===== src/rtl/common_pkg.sv =====
// Shared types for the core front end: scalar aliases, instruction-bus
// request/response records, the fetch-to-decode record and the fetch FSM
// state encoding.
package common;

  typedef logic        u1;
  typedef logic [31:0] u32;
  typedef logic [63:0] u64;

  // Address of the first instruction fetched after reset.
  localparam u64 PC_INIT = 64'h8000_0000;

  // Request from fetch to the instruction bus. The bus holds a request
  // until it answers with data_ok.
  typedef struct packed {
    u1  valid;
    u64 addr;
  } ibus_req_t;

  // Response from the instruction bus.
  typedef struct packed {
    u1  addr_ok;
    u1  data_ok;
    u32 data;
  } ibus_resp_t;

  // Record handed from fetch to decode.
  typedef struct packed {
    u32 raw_instr;
    u64 pc;
    u1  is_bubble;
  } fetch_data_t;

  // REQ     : a request to pc is outstanding on the bus
  // VALID   : an instruction is buffered and presented downstream
  // DISCARD : the outstanding request belongs to a squashed path
  typedef enum logic [1:0] {
    REQ     = 2'd0,
    VALID   = 2'd1,
    DISCARD = 2'd2
  } fetch_state_t;

endpackage


===== src/rtl/fetch_stage.sv =====
// Instruction fetch stage. Issues one bus request at a time, buffers the
// returned instruction for decode, and handles redirects from execute,
// including redirects that arrive while a request is still in flight.
module fetch_stage
  import common::*;
#(
  parameter u64 PC_INIT = common::PC_INIT
) (
  input  logic        clk,
  input  logic        reset,
  output ibus_req_t   ireq,
  input  ibus_resp_t  iresp,
  input  logic        stall,
  input  logic        redirect_valid,
  input  logic [63:0] redirect_pc,
  output fetch_data_t dataF,
  output logic        fetch_valid
);

  fetch_state_t state;
  fetch_state_t stateNext;

  u64   pc;
  u64   pcNext;
  u64   pendPc;
  u64   pendPcNext;
  u32   bufInstr;
  u64   bufPc;
  logic bufLoad;

  // addr_ok carries no sequencing meaning here: the bus keeps a request
  // alive until data_ok, so only data_ok advances the FSM.
  logic unusedAddrOk;
  assign unusedAddrOk = iresp.addr_ok;

  // State register.
  // NOTE: synchronous reset inside the clocked block, and every register
  // written with <= so all flops update from the same pre-edge values.
  always_ff @(posedge clk) begin
    if (reset) begin
      state <= REQ;
    end else begin
      state <= stateNext;
    end
  end

  // Next-state, next-pc, redirect bookkeeping and buffer-load decision.
  // NOTE: every signal gets a default before the case so no path leaves
  // one unassigned, which would otherwise infer a latch.
  always_comb begin
    stateNext  = state;
    pcNext     = pc;
    pendPcNext = pendPc;
    bufLoad    = 1'b0;

    unique case (state)
      REQ: begin
        if (iresp.data_ok) begin
          if (redirect_valid) begin
            // Data belongs to the wrong path; refetch from the target.
            pcNext = redirect_pc;
          end else begin
            bufLoad   = 1'b1;
            stateNext = VALID;
          end
        end else if (redirect_valid) begin
          // Request cannot be withdrawn: remember the target and drop
          // whatever the bus eventually returns.
          pendPcNext = redirect_pc;
          stateNext  = DISCARD;
        end
      end

      DISCARD: begin
        // A later redirect supersedes an earlier one.
        if (redirect_valid) begin
          pendPcNext = redirect_pc;
        end
        if (iresp.data_ok) begin
          pcNext    = redirect_valid ? redirect_pc : pendPc;
          stateNext = REQ;
        end
      end

      VALID: begin
        // Redirect wins over stall: the buffered instruction is squashed.
        if (redirect_valid) begin
          pcNext    = redirect_pc;
          stateNext = REQ;
        end else if (!stall) begin
          pcNext    = bufPc + 64'd4;
          stateNext = REQ;
        end
      end

      default: begin
        stateNext = REQ;
      end
    endcase
  end

  // Fetch address, pending redirect target and instruction buffer.
  always_ff @(posedge clk) begin
    if (reset) begin
      pc       <= PC_INIT;
      pendPc   <= '0;
      bufInstr <= '0;
      bufPc    <= '0;
    end else begin
      pc     <= pcNext;
      pendPc <= pendPcNext;
      if (bufLoad) begin
        bufInstr <= iresp.data;
        bufPc    <= pc;
      end
    end
  end

  // Bus request and decode-side outputs; reset forces the idle view even
  // before the first reset edge has settled the state register.
  always_comb begin
    ireq.valid      = !reset && (state != VALID);
    ireq.addr       = pc;
    fetch_valid     = !reset && (state == VALID);
    dataF.raw_instr = bufInstr;
    dataF.pc        = bufPc;
    dataF.is_bubble = reset || (state != VALID);
  end

endmodule


===== config.mk =====
export PLATFORM = sky130hd
export DESIGN_NAME = fetch_stage
export DESIGN_NICKNAME = d
export VERILOG_FILES = /design/src/rtl/common_pkg.sv /design/src/rtl/fetch_stage.sv
export SDC_FILE = /design/constraint.sdc
export NUM_CORES = 1
export LEC_CHECK = 0
export ABC_AREA = 0
export CAP_MARGIN = 20
export CORE_UTILIZATION = 50
export CTS_CLUSTER_DIAMETER = 150
export CTS_CLUSTER_SIZE = 14
export DETAILED_ROUTE_END_ITERATION = 12
export PLACE_DENSITY = 0.81
export SLEW_MARGIN = 25
export SYNTH_ARGS = -nofsm -noshare
export SYNTH_HDL_FRONTEND = slang
export SYNTH_SLANG_ARGS = --single-unit

===== constraint.sdc =====
create_clock -name clk -period 2.9 [get_ports clk]
set_input_delay 0.58 -clock clk [delete_from_list [all_inputs] [get_ports clk]]
set_output_delay 0.58 -clock clk [all_outputs]
set_load 0.02 [all_outputs]

* Word-level counts from Yosys, hierarchy flattened
Index checks and enable logic that the tools add are counted.
Storage, ports and cells: output and inout port bits 163, word-level logic and storage cells 45, input port bits 102, register bits 226
Cells by class: add/subtract/negate cells 1, multiplexer cells 19, reduce and logical (&&, ||, !) cells 10, eq/ne operators 10
Operators with widths (count):
- 2-to-1 mux 64 bit | 7
- one-hot mux 64 bit (3 select lines) | 1
- one-hot mux 64 bit (2 select lines) | 1
- adder 64 x 3 -> 64 bit, second input constant | 1
- 2-to-1 mux 2 bit | 6
- inequality test 3 bit, second input constant | 3
- inequality test 2 bit, second input constant | 4
- one-hot mux 2 bit (3 select lines) | 1
- AND reduction 5 bit | 1
- AND reduction 4 bit | 1
- 2-to-1 mux 1 bit | 3
- nonzero test 3 bit | 1
- equality test 2 x 1 -> 1 bit, second input constant | 1
- equality test 2 bit, second input constant | 1
- logical AND 1 bit | 2
- zero test 2 bit | 1
- inequality test 2 x 1 -> 1 bit, second input constant | 1
- AND reduction 2 bit | 1
- nonzero test 2 bit | 1
- zero test 1 bit | 1
- logical OR 1 bit | 1

* Depth between registers and ports, before layout
depth after elaboration 4, gate-level depth with buffers 11, mapped depth without buffers 8

* Worst setup path before layout
OpenSTA, ideal clock, no wires.
path kind register to register, start point register bufPc[2], end point register pc[42], library setup time 0.132 ns, path slack 0.156 ns, buffers on the path 1, period minus slack after synthesis 2.744 ns, data required time 2.768 ns, arrival 2.613 ns, cell stages (with the launch flop) 9, path through dfxtp_1 > ha_1 > nand2_1 > or4_1 > or4_1 > buf_2 > or3_1 > xor2_1 > o221ai_2
On the way: longest elaborated chain between the ends 4
Ends and longest elaborated chain:
- start, declared | RTL line fetch_stage.sv:28 | u64 bufPc;
- start signal, assigned | RTL line fetch_stage.sv:114 | bufPc <= pc;
- adder 64 x 3 -> 64 bit | RTL line fetch_stage.sv:91 | pcNext = bufPc + 64'd4;
- 2-to-1 mux 64 bit | RTL line fetch_stage.sv:90 | end else if (!stall) begin
- 2-to-1 mux 64 bit | RTL line fetch_stage.sv:87 | if (redirect_valid) begin
- one-hot mux 64 bit (3 select lines) | RTL line fetch_stage.sv:56 | unique case (state)
- end signal, assigned | RTL line fetch_stage.sv:110 | pc <= pcNext;
- end, declared | RTL line fetch_stage.sv:23 | u64 pc;
Every way passes these cells. The select of a mux whose other input is x is not followed. A chain may end at the register's enable or synchronous reset.

* Worst setup path after layout
start point register bufPc[3], end point register pc[42]
The elaborated chain is that of the path after synthesis.

==> out/qor.txt <==
DP Area: 0.01359 mm2
Seq pwr share: 45.0%
CTS root buf: clkbuf_16
Drc violations: 0
CTS Hold Bufs: 0
Die area: 0.02151 mm2
Synthesized area: 0.01046 mm2
Post-Route WL: 34,930 um
Number of flops mapped to enable cells by yosys: 0
Area leader, netlist: dfxtp_1
Status: finished, final reports clean
Gr usage total: 31.57%
Period utilization: 95.87%
Worst Hold Class: input pin to flip-flop
Post-route ant nets: 0
Final instance area: 0.01413 mm2
Worst-path cell chain: ha_1 -> nand2_1 -> or4_1 -> or4_1 -> or3_1 -> xor2_1 -> o221ai_2
Tot Pwr: 7.999 mW
Sw frac: 31.21%
Nets: 1,721
Syn Area/Cell: 7.610 um2
Die Wd: 146.7 um
Worst Setup End Kind: flip-flop
Max_cap viols: 0
Routed len/inst: 18.53 um
Slowest stage delay, CP: 730 ps
Critical Path AT: 3160 ps
Worst Tran Pin Value: 799.6 ps
Via density: 5.976
Buf/Inv on CP: 0
Fin Clk Skew: 15.40 ps
Final Hold Viols: 0
Synth warnings: 0
Hold Path Origin: reset
DIE HEIGHT: 146.7 um
CTS Buf Count: 20
Global route overflow: 0
Area Overhead vs Synth: 35.07%
Max Transition Viols Final: 0
RSZ-0062 raised after global routing: false
Cell count after synthesis: 1,375
Clk slew on worst S/H paths: 70 ps
Max FO, Critical Path: 5
Core area: 0.02036 mm2
H-Tree Depth: 1
Layout cells sized above 1: 6.072%
# rows: 52
CTS tree: yes
Psw: 2.496 mW
Final GP Congestion: 0.9008
Top cells by count, synth: nand2_1, dfxtp_1, a21oi_1
Post-synth top area share: 43.24%
Critical Path Source Type: flip-flop
Port bufs: 263
Crit-path most repeated cell: or4_1
DR iter-0 viols: 1,108
I/O Pins: 265
Setup CP Type: flip-flop to flip-flop
Area contributors post-synth: dfxtp_1, nand2_1, a21oi_1, clkbuf_1, xor2_1
Final min period: 2780 ps
Yosys cell types: 48
Clk buf depth: 3
Seq cells post-synth: 226
Post-synthesis sequential area ratio: 43.24%
Global-route wire length before repair: 55,080 um
Crit path from: bufPc[3]
Initial Util: 51.38%
P_int: 5.503 mW
Most used DFF post-synth: dfxtp_1
Routed via count: 11,265
Drt first pass iters: 6
Pleak: 4.910 nW
Antenna violations before repair: 1
Largest net degree at the start of global routing: 126
Comb power frac: 24.5%
Count leader, synth: nand2_1
Slowest-stage cell, CP: or4_1
Crit path max-delay family: simple AND/OR/NAND/NOR gates
CP required: 3280 ps
Vias in the first global route: 10,553
Peak Freq: 359.7 MHz
Maximum VDD drop: 386.8 uV
Syn_nets: 1,482
Async S/R FF share, synth: 0%
RR Startpoint: bufPc[3]
PwrDens: 566.0 mW/mm2
Post-detail-place hpwl: 23,100 um
CTS sink cnt: 226
Clk Latency, worst-skew pair: 510 ps
Final TNS setup: 0 ps
Clock network power share: 30.4%
Max_slew headroom: 46.52%
Final setup vio count: 0
final cells by class:
| cell class | count | area [um2] |
|---|---|---|
| diodes | 1 | 2.502 |
| flip-flops and latches | 226 | 4524 |
| multi-input cells | 1027 | 5528 |
| fillers | 1656 | 6231 |
| clock buffers | 21 | 525.5 |
| well taps | 270 | 337.8 |
| inverters | 17 | 63.81 |
| clock inverters | 1 | 16.27 |
| repair buffers | 322 | 3136 |
flip-flops by register name, indices dropped and copies added (netlist names):
| register | flops |
|---|---|
| bufPc | 64 |
| pc | 64 |
| pendPc | 64 |
| bufInstr | 32 |
| state | 2 |
routing by layer:
layer | track usage [%] | routed length, um | vias to the layer above
li1 | - | - | 5311
met1 | 41.58 | 13990 | 5281
met2 | 51.94 | 16530 | 603
met3 | 5.500 | 3514 | 70
met4 | 11.04 | 895 | 0
met5 | 0 | 0 | -
logic make-up after synthesis:
group           after synthesis  synth area share (%)
compound gates              393                 23.33
flops                       226                 43.24
fa+ha+maj                     5                0.5979
xor+xnor                     56                 4.687
simple gates                572                 23.65
buf+inv                     122                 4.400
mux                           1               0.09566
path summary, 6_finish.rpt:
path | to | slack [ps] | cells after the start
max reg2reg | pc[42] | 120 | 7
min reg2reg | bufInstr[24] | 450 | 2
max | pc[42] | 120 | 7
min | state[0] | 400 | 2
repair_timing:
action                     CTS  global route
setup endpoints to repair    1             1
buffers inserted             0             0
gates resized for setup      1             1
power by group through the flow:
stage | registers, mW | logic (mW) | clock network (mW)
2_1_floorplan | 3.85 | 0.813 | 0
3_3_place_gp | 3.65 | 1.90 | 0
3_5_place_dp | 3.66 | 1.94 | 0
4_1_cts | 3.60 | 1.95 | 2.46
5_1_grt | 3.63 | 2.10 | 2.59
6_report | 3.60 | 1.96 | 2.43
stage by stage:
stage / hold slack (ps) / setup slack [ps] / utilization (%) / instances
3_3_place_gp: 440.4 / 213.9 / 66.69 / 1862
2_1_floorplan: 436.0 / 155.6 / - / 1375
6_report: 402.8 / 119.8 / 69.40 / 1885
4_1_cts: 394.4 / 47.41 / 69.38 / 1884
5_1_grt: 410.3 / 36.19 / 69.40 / 1885
3_5_place_dp: 445.3 / 176.0 / 66.72 / 1862
layout by cell type, fill, tap and decap left out, drive strengths merged, types with 15 or more instances in the layout:
master and instances:
nand3 28, a21oi 189, dfxtp 226, clkbuf 21, nand2 379, xnor2 20, nor3 27, nand4 23
a221o 25, o22ai 22, a211oi 23, inv 15, xor2 36, buf 61, o21ai 62, clkdlybuf4s50 259
nor2 59
No activity file was read; power rests on OpenSTA's default activity.
==> RTL change 1, RTL diff (same settings) <==
Encoding of `fetch_state_t`: now one-hot (3 bits for 3 states).
--- a/src/rtl/common_pkg.sv
+++ b/src/rtl/common_pkg.sv
@@ -34,10 +34,10 @@
   // REQ     : a request to pc is outstanding on the bus
   // VALID   : an instruction is buffered and presented downstream
   // DISCARD : the outstanding request belongs to a squashed path
-  typedef enum logic [1:0] {
-    REQ     = 2'd0,
-    VALID   = 2'd1,
-    DISCARD = 2'd2
+  typedef enum logic [2:0] {
+    REQ     = 3'b001,
+    VALID   = 3'b010,
+    DISCARD = 3'b100
   } fetch_state_t;
 
 endpackage
Check against the original RTL: same outputs for any inputs over 4 cycles, from zero or initial values and one cycle with reset high; so few cycles prove little.
==> RTL change 1 against the original RTL <==
  * Setup slack gained 0.045 ns
  * Routed wire length decreased by 5.3%
  * Clock skew grew 0.00080 ns
  * Cell count is 2.2% lower
  * Design area down 1.5%
  * Count of clock-buffer cells in the layout unchanged
  * Area after synthesis shrank 1.8%
  * Via count down 4.9%
  * Power shrank 8.6%
  * Sequential cell count is 1 higher
==> RTL change 1: results (changes against the original RTL) <==
Outcome
  • Status: completed

Setup path
  • Worst setup path end: dataF[0]
  • Crit path arrival time: 2.16 ns (-1.00 ns)
  • RR Startpoint: bufPc[2]
  • Worst Path Max Fanout: 11 (+6)
  • CP Launch Point: state[1]
  • Slowest-stage cell, CP: clkdlybuf4s50_1

Global route
  • Met3 Track Usage GR: 6.834% (+1.3 points)
  • Largest net degree at the start of global routing: 229 (+82%)
  • First-pass GRT wire length: 52.53 mm (-4.6%)
  • GR Layer Usage met1: 38.17% (-3.4 points)
  • Vias in the first global route: 10297 (-2.4%)

Place
  • Post-DP HPWL: 21.88 mm (-5.3%)
  • Pre-CTS setup slack: 0.1841 ns (+0.008131 ns)
  • RePlAce Congestion: 0.8555 (-5.0%)

Logic synthesis
  • Yosys cell types: 53 (+10%)
  • Avg Inst Size Synth: 7.620 um2 (+0.14%)
  • Commonest cells in the netlist: 365 x nand2_1, 227 x dfxtp_1, 200 x a21oi_1

Worst hold path
  • Hold Crit Class: reg2reg

Drt
  • Via count: 10718 (-4.9%)
  • Pre-Repair DR Iteration Count: 5 (-1)

Final layout
  • Nets@finish: 1677 (-2.6%)
  • # diodes: 0 (-1)

Power
  • P_leak: 4.829 nW (-1.7%)
  • Peak VDD IR: 442.8 uV (+14%)

Timing
  • Worst clock skew: 0.01620 ns (+0.0007996 ns)
==> RTL change 1: worst min path at each step <==
stage	endpoint	slack [ns]	cells past startpoint
detailed placement	pendPc[31]	0.45	2
global placement	bufInstr[13]	0.44	2
CTS	state[1]	0.44	4
floorplan	pendPc[9]	0.43	2
finish	bufInstr[16]	0.45	2
global route	pendPc[3]	0.47	2
==> RTL change 1: layout make-up <==
cell class                 instances  area (um2)  area share, %
timing repair buffer             312        3112          22.35
tap                              270       337.8          2.427
sequential                       227        4546          32.65
multi-input combinational        995        5318          38.20
clock buffer                      21       525.5          3.775
inverter                          18       67.56         0.4853
clock inverter                     1       16.27         0.1168
==> RTL change 1: logic make-up after synthesis <==
| group | Yosys count |
|---|---|
| multiplexers | 1 |
| buffers and inverters | 127 |
| flip-flops | 227 |
| adder cells (fa/ha/maj) | 1 |
| AO/OA/AOI/OAI | 342 |
| AND/OR/NAND/NOR | 596 |
| XOR/XNOR | 55 |
==> RTL change 1: what timing repair did <==
action	in CTS	in global routing
cloned	0	0
resized for setup	2	2
pin swaps	0	1
endpoints found under the setup margin	2	3
==> RTL change 1: metal layers <==
layer | vias to the layer above | wire [um]
met5 | - | 0
met4 | 0 | 773
met3 | 56 | 3301
met2 | 545 | 15680
met1 | 5013 | 13340
li1 | 5104 | -
==> RTL change 1: critical path, delay by kind of cell (launching register included) <==
kind | cells | cell delay, ns
AND/OR/NAND/NOR | 3 | 0.62
buffers and inverters | 2 | 0.59
flip-flops | 1 | 0.43
==> RTL change 1: power by group <==
| group | leakage [nW] | total [mW] | switching [mW] | internal, mW |
|---|---|---|---|---|
| sequential | 1.85 | 3.48 | 0.163 | 3.32 |
| combinational | 2.71 | 1.39 | 0.767 | 0.620 |
| clock | 0.266 | 2.44 | 1.16 | 1.29 |
| total | 4.83 | 7.31 | 2.09 | 5.22 |
==> RTL change 2, RTL diff (same settings) <==
Without the edit above. Make the reset (`reset`) asynchronous in 2 clocked blocks. Comments in the files are not updated.
--- a/src/rtl/fetch_stage.sv
+++ b/src/rtl/fetch_stage.sv
@@ -36,7 +36,7 @@
   // State register.
   // NOTE: synchronous reset inside the clocked block, and every register
   // written with <= so all flops update from the same pre-edge values.
-  always_ff @(posedge clk) begin
+  always_ff @(posedge clk or posedge reset) begin
     if (reset) begin
       state <= REQ;
     end else begin
@@ -100,7 +100,7 @@
   end
 
   // Fetch address, pending redirect target and instruction buffer.
-  always_ff @(posedge clk) begin
+  always_ff @(posedge clk or posedge reset) begin
     if (reset) begin
       pc       <= PC_INIT;
       pendPc   <= '0;
Formal check against the unedited RTL: differs if reset is asserted again (counterexample within 4 cycles, from zero or initial values and one cycle with reset high); with reset held inactive, the same outputs for 4 cycles.
==> RTL change 2 against the original RTL <==
  * Via count decreased by 15%
  * Hold slack improved by 0.10 ns
  * Area after synthesis grew 6.3%
  * Routed wire length down 4.7%
  * Utilization is 0.63 points lower
  * Die area rose by 6.2%
  * Setup slack gained 0.027 ns
  * Design area grew 6.2%
  * Sequential cell count stayed put
  * Count of clock-buffer cells in the layout rose by 8
  * Critical path depth decreased by 2
  * Largest cell class is now registers
Power is not compared: it rests on default switching activity, and its combinational part moved more than twofold at a synthesized area within 25%.
==> RTL change 2: results (changes against the original RTL) <==
Final layout
  • Nets@finish: 1396 (-19%)
  • # fillers: 1625 (-1.9%)
  • Clock buffer cells: 29 (+38%)
  • Register share of the cell area: 37.69% (+5.7 points)
  • Share of post-route cells with drive strength above 1: 20.34% (+14 points)
  • Fin util: 68.77% (-0.63 points)
  • Clk tree area frac: 3.810% (-0.023 points)
  • Non-CTS buffers: 317 (-1.6%)
  • Comb_multi_in: 708 (-31%)

Logic synthesis
  • Ranking of synthesized cells by area: dfrtp_1 51%, mux2_2 17%, xnor2_1 3.8%, nor2_1 2.9%, a221oi_1 2.8%
  • Post-synthesis sequential area ratio: 50.85% (+7.6 points)
  • Syn Nets: 1121 (-24%)
  • Avg Inst Size Synth: 10.96 um2 (+44%)
  • Async S/R FF share, synth: 100.0% (+100 points)

Place
  • Post-DP HPWL: 23.12 mm (+0.12%)
  • Pre-CTS setup slack: 0.2932 ns (+0.1172 ns)
  • Placed cells: 1547 (-17%)

Setup path
  • Worst Path Max Fanout: 12 (+7)
  • R2r endpoint: pc[57]
  • R2r setup slk: 0.21 ns (+0.09 ns)
  • Crit path arrival time: 2.17 ns (-0.99 ns)
  • Setup CP Type: reg2out
  • Top delay family on crit path: buffers and inverters
  • Slowest-stage cell, CP: clkdlybuf4s50_1
  • CP peak stage delay: 0.59 ns (-0.14 ns)
  • Worst reg2reg path depth: 9 (+2)
  • RR Startpoint: state[1]
  • Worst setup path end: fetch_valid

Outcome
  • Status: completed

Global route
  • Vias in the first global route: 9776 (-7.4%)
  • Largest net degree at the start of global routing: 196 (+56%)
  • Gr usage total: 29.54% (-2.0 points)
  • First-pass GRT wire length: 52.25 mm (-5.1%)

Timing
  • Worst clock skew: 0.02138 ns (+0.005985 ns)

Drt
  • Via count: 9622 (-15%)
  • Avg WL per Cell: 21.07 um (+14%)

Worst hold path
  • Hold Path Depth: 1 (-1)
  • Hold Crit Class: reg2reg

Die
  • DIE WIDTH: 151.2 um (+3.1%)
## RTL change 2: how the worst min path moves through the flow
stage                       from            to  slack [ns]
finish              bufInstr[31]  bufInstr[31]        0.50
global route        bufInstr[10]  bufInstr[10]        0.52
CTS                   pendPc[12]    pendPc[12]        0.51
detailed placement    pendPc[12]    pendPc[12]        0.49
global placement       pendPc[5]     pendPc[5]        0.48
floorplan              pendPc[5]     pendPc[5]        0.47
## RTL change 2: cells by family after synthesis
logic type	Yosys count	synth area share, %
compound gates	219	13.26
flops	226	50.85
mux	166	16.79
buf+inv	81	2.789
xor+xnor	56	4.409
fa+ha+maj	4	0.4499
simple gates	263	11.45
## RTL change 2: layer usage
metal | global-route usage [%] | routed length [um] | part of all wire (%) | vias up
li1 | - | - | - | 4285
met1 | 38.49 | 13090 | 39 | 4775
met2 | 48.94 | 16120 | 48 | 488
met3 | 6.687 | 3222 | 9.7 | 74
met4 | 9.100 | 845 | 2.5 | 0
met5 | 0 | 0 | 0 | -
